## src/rtl/serial_adder.sv

```systemverilog
// serial_adder: bit-serial adder. Accepts two WIDTH-bit operands, adds one
// bit pair per clock (LSB first) through a registered carry, then presents
// the WIDTH-bit sum and the final carry until downstream takes them.
//
// Handshake: a transfer happens on a rising edge where valid && ready are
// both high. The source holds valid (and data) until that edge. Ready may
// be sampled freely and never depends on valid. Outputs (out_valid, result,
// carry_out) stay stable while out_valid is high and out_ready is low.
module serial_adder #(
  parameter int WIDTH = 8
) (
  input  logic             clk,
  input  logic             rst,
  input  logic             in_valid,
  output logic             in_ready,
  input  logic [WIDTH-1:0] op_a,
  input  logic [WIDTH-1:0] op_b,
  output logic             out_valid,
  input  logic             out_ready,
  output logic [WIDTH-1:0] result,
  output logic             carry_out,
  output logic             busy
);

  localparam int CW = $clog2(WIDTH + 1);
  localparam logic [CW-1:0] LAST = CW'(WIDTH - 1);

  typedef enum logic [1:0] {
    IDLE  = 2'd0,
    SHIFT = 2'd1,
    DONE  = 2'd2
  } state_t;

  state_t           state;
  logic [WIDTH-1:0] shift_a;
  logic [WIDTH-1:0] shift_b;
  logic [WIDTH-1:0] acc;
  logic             c;
  logic [CW-1:0]    cnt;

  logic             sum_bit;
  logic             carry_nxt;

  // One full-adder step on the current LSB pair and the registered carry.
  always_comb begin
    sum_bit   = shift_a[0] ^ shift_b[0] ^ c;
    carry_nxt = (shift_a[0] & shift_b[0]) | (shift_a[0] & c) | (shift_b[0] & c);
  end

  // Ready only in IDLE, and forced low while reset is held.
  assign in_ready = (state == IDLE) && !rst;
  assign busy     = (state != IDLE);
  assign result   = acc;

  // Control FSM plus datapath registers; all outputs come straight from flops.
  always_ff @(posedge clk or posedge rst) begin
    if (rst) begin
      state     <= IDLE;
      shift_a   <= '0;
      shift_b   <= '0;
      acc       <= '0;
      c         <= 1'b0;
      cnt       <= '0;
      out_valid <= 1'b0;
      carry_out <= 1'b0;
    end else begin
      case (state)
        IDLE: begin
          if (in_valid) begin
            shift_a <= op_a;
            shift_b <= op_b;
            acc     <= '0;
            c       <= 1'b0;
            cnt     <= '0;
            state   <= SHIFT;
          end
        end
        SHIFT: begin
          c       <= carry_nxt;
          acc     <= {sum_bit, acc[WIDTH-1:1]};
          shift_a <= shift_a >> 1;
          shift_b <= shift_b >> 1;
          cnt     <= cnt + CW'(1);
          if (cnt == LAST) begin
            carry_out <= carry_nxt;
            out_valid <= 1'b1;
            state     <= DONE;
          end
        end
        DONE: begin
          if (out_ready) begin
            out_valid <= 1'b0;
            state     <= IDLE;
          end
        end
        default: begin
          state <= IDLE;
        end
      endcase
    end
  end

endmodule

```

## config.mk

```make
export PLATFORM = sky130hd
export DESIGN_NAME = serial_adder
export DESIGN_NICKNAME = d
export VERILOG_FILES = /design/src/rtl/serial_adder.sv
export SDC_FILE = /design/constraint.sdc
export NUM_CORES = 1
export LEC_CHECK = 0
export ABC_AREA = 1
export CAP_MARGIN = 25
export CORE_ASPECT_RATIO = 0.8
export CORE_MARGIN = 2
export CORE_UTILIZATION = 52
export CTS_BUF_LIST = sky130_fd_sc_hd__clkbuf_4
export CTS_CLUSTER_DIAMETER = 60
export DETAILED_ROUTE_END_ITERATION = 12
export HOLD_SLACK_MARGIN = 0.12
export PLACE_DENSITY = 0.94
export SYNTH_ARGS = -nofsm -noshare
export SYNTH_HDL_FRONTEND = slang
export SYNTH_SLANG_ARGS = --single-unit
```

## constraint.sdc

```tcl
create_clock -name clk -period 1.75 [get_ports clk]
set_clock_uncertainty 0.15 [all_clocks]
set_input_delay 0.35 -clock clk [delete_from_list [all_inputs] [get_ports clk]]
set_output_delay 0.35 -clock clk [all_outputs]
set_load 0.05 [all_outputs]
```

==> implementation parameters <==
Parameter                              Value

Place
  Number of port buffers    31
  GP Congestion    0.8145
  Number of placed instances with taps included    231
  Detail Placement HPWL    2344 microns

Die
  Top-level port count    32
  Core area    2723 sq um
  Effective utilization at floorplan    54.23%
  Total number of placement rows    17
  Horizontal die dimension    63.58 microns
  Y dimension of the die    51.66 microns
  Die outline area    3284 sq um

Critical path
  Arrival time of the worst setup path    1.32 ns
  Most common cell type on the critical path    sky130_fd_sc_hd__nor2_4
  Worst Path Buf+Inv    2
  Capturing element type of the critical path    primary output
  Required time of the critical path    1.25 ns
  Library cell contributing the largest single delay on the critical path    sky130_fd_sc_hd__dfrtp_1
  Family with the most delay on the worst path    flip-flops
  CP peak stage delay    0.43 ns
  Element type at the critical path start    register
  Highest fanout seen on the critical path    2
  Type of the worst setup path    reg2out
  Setup slack of the most critical reg-to-reg path    0.16 ns
  Cell-by-cell listing of the critical path    nor2_4 -> clkinvlp_4 -> nor2_4 -> buf_12

Synthesis
  Yosys cell types    21
  Proportion of synthesized chip area in sequential cells    55.93%
  Number of warnings reported in the yosys synthesis log    0
  Cell type with the largest total area after synthesis    sky130_fd_sc_hd__dfrtp_1
  Netlist area before placement    1476 sq um
  Area share of the leading cell type in the synthesized netlist    55.93%
  Largest cells by area after synthesis    sky130_fd_sc_hd__dfrtp_1, sky130_fd_sc_hd__nand3_1, sky130_fd_sc_hd__nand2_1, sky130_fd_sc_hd__o22ai_1, sky130_fd_sc_hd__inv_1
  Synthesized area per cell    9.003 sq um
  Gate count of the mapped netlist    164
  Total of flip-flops plus latches after synthesis    33
  Net count after synthesis    186

Status
  Result of the run    finished with violations
  Failing checks    negative setup slack

Clock tree
  Worst-case clock buffer depth    2
  Clock Sink Count    33
  Insertion delay of the later-clocked pin in the worst-skew pair    0.33 ns
  Clock root buffer master    sky130_fd_sc_hd__clkbuf_4
  Number of buffers inserted during clock tree synthesis    5
  Post-cts resize count    0
  TritonCTS clock tree    yes
  Clock input transition at the sequential cells of the worst setup and hold paths    0.10 ns
  H-Tree Level Count    2

Finish
  Most frequent cells in the layout    sky130_fd_sc_hd__nand3_1, sky130_fd_sc_hd__dfrtp_1, sky130_fd_sc_hd__nand2_1
  Final cell count without fillers    241
  Share of cells above drive strength 1    17.73%
  Area added between synthesis and finish    38.05%
  Number of diodes    0
  # fillers    206
  Net count reported at finish    224
  Most common cell after layout, fill and taps aside    sky130_fd_sc_hd__nand3_1

Timing
  Final setup violation count    2
  Count of final hold-check violations    0
  Crit path setup slack, layout    -0.07211 ns
  Slew @ Worst Pin    0.3469 ns
  Fin crit period    1.822 ns
  RSZ-0062 raised after global routing    yes
  Peak clock frequency supported by timing    548.8 MHz
  Final-layout setup total negative slack    -0.09706 ns
  Final max-slew violation count    0
  Part of the cycle the worst path needs    104.1%
  Worst slew margin relative to its limit    76.84%

Min path
  HP Class    in2async

Route
  Detail-routed net length per standard cell    13.48 microns
  Via-to-Cell Ratio    5.411
  Number of nets still failing antenna checks after routing    0
  Total length of routed met2 wires    1702 microns
  Detailed route wirelength on metal3    259 microns
  Uppermost layer routed    met4
  Vias after detailed routing    1304
  Iteration count of the initial detailed-routing pass    4
  Starting DRC count in detailed routing    56
  Length of routed wiring on met1    1237 microns
  Final Routed Wirelength    3249 microns
  Residual DRC    0

Global route
  Wire length of the first global-routing pass    5658 microns
  Antenna violations before repair    0
  Pin count of the biggest net entering global routing    34
  GRT Overall Usage    22.82%
  Total overflow reported by the global router    0
  Via count of the first global-routing pass    1368

Power
  Power share of the combinational group    52.4%
  Post-route total power    3.611 mW
  Clock power share    10.9%
  Net Switching    1.584 mW
  Pwr/cell area    1772 nW/um^2
  Sequential share of power    36.7%
  Internal    2.028 mW
  Leakage    0.9439 nW
  IR drop worst, VDD    0.8763 mV
  Switching power share of the total    43.85%

Job
  Number of max-cap violations    0
-- per-stage QoR --
step,setup WS (ns),hold WS (ns),util [%],area [sq um]
3_3_place_gp,0.1847,0.3267,72.47,1973
3_5_place_dp,0.1386,0.3300,72.47,1973
2_1_floorplan,-0.08510,0.2957,-,1496
6_report,-0.07211,0.2801,74.86,2038
4_1_cts,-0.07698,0.2857,74.59,2031
5_1_grt,-0.1465,0.2931,74.86,2038
-- logic make-up (layout without fill, tap and decap cells) --
| logic type | Yosys count | in the layout | synth area share (%) |
|---|---|---|---|
| xor+xnor | 1 | 1 | 0.5933 |
| buf+inv | 25 | 64 | 7.457 |
| simple gates | 90 | 90 | 28.56 |
| compound gates | 13 | 13 | 5.254 |
| flops | 33 | 33 | 55.93 |
| fa+ha+maj | 2 | 2 | 2.203 |
-- path summary, 6_finish.rpt --
kind,start,to,cells past startpoint
worst max-delay path,state[1],in_ready,4
worst min-delay path,rst,shift_b[3],3
worst max register to register,state[1],result[2],6
worst min register to register,shift_b[4],shift_b[3],2
max in group asynchronous,rst,result[5],3
min in group clk,shift_b[4],shift_b[3],2
-- state kept, by name, summed over array words and instances, names as in the netlist --
name and count:
result 8, out_valid 1, state 2, carry_out 1
shift_a 8, shift_b 8, c 1, cnt 4
-- per-layer routing --
layer,up-vias,track usage (%)
met4,0,7.246
met2,54,41.75
li1,624,-
met1,618,24.17
met5,-,0
met3,8,9.524
-- tightest hold or removal path: cells and delay by family --
kind / cells / cell delay [ns]
buf+inv: 3 / 0.79
-- power by group through the flow --
stage | registers (mW) | clock network [mW] | logic (mW)
after floorplan | 1.58 | 0 | 0.885
after global placement | 1.32 | 0 | 1.80
after detailed placement | 1.34 | 0 | 1.87
after CTS | 1.33 | 0.408 | 1.90
after global routing | 1.36 | 0.444 | 2.04
final | 1.33 | 0.394 | 1.89
-- cell type report --
class	instances	area [sq um]	share of cell area (%)
Tap cell	38	47.55	2.333
Sequential cell	33	825.8	40.52
Timing Repair Buffer	40	498.0	24.43
Multi-Input combinational cell	106	553.0	27.13
Inverter	16	63.81	3.131
Clock buffer	5	37.54	1.842
Clock inverter	3	12.51	0.6139
-- Yosys cell counts --
cell / number
sky130_fd_sc_hd__inv_2: 3
sky130_fd_sc_hd__fa_1: 1
sky130_fd_sc_hd__nand3b_1: 1
sky130_fd_sc_hd__o22ai_1: 8
sky130_fd_sc_hd__nand2_2: 2
sky130_fd_sc_hd__ha_1: 1
sky130_fd_sc_hd__a21oi_1: 1
sky130_fd_sc_hd__o31ai_1: 1
sky130_fd_sc_hd__nor2_4: 1
sky130_fd_sc_hd__nor2_1: 4
sky130_fd_sc_hd__nand4_1: 1
sky130_fd_sc_hd__buf_2: 7
sky130_fd_sc_hd__nand2_1: 30
sky130_fd_sc_hd__buf_4: 2
sky130_fd_sc_hd__inv_1: 13
sky130_fd_sc_hd__nand3_1: 50
sky130_fd_sc_hd__dfrtp_1: 33
sky130_fd_sc_hd__xnor2_1: 1
sky130_fd_sc_hd__o21ai_1: 2
sky130_fd_sc_hd__nor2_2: 1
sky130_fd_sc_hd__o21ai_0: 1
-- timing repair --
action,in CTS,in global routing
pin swaps,2,1
endpoints found under the setup margin,2,2
hold buffers,0,0
setup buffers,1,1
Power figures use the tool's default switching activity.
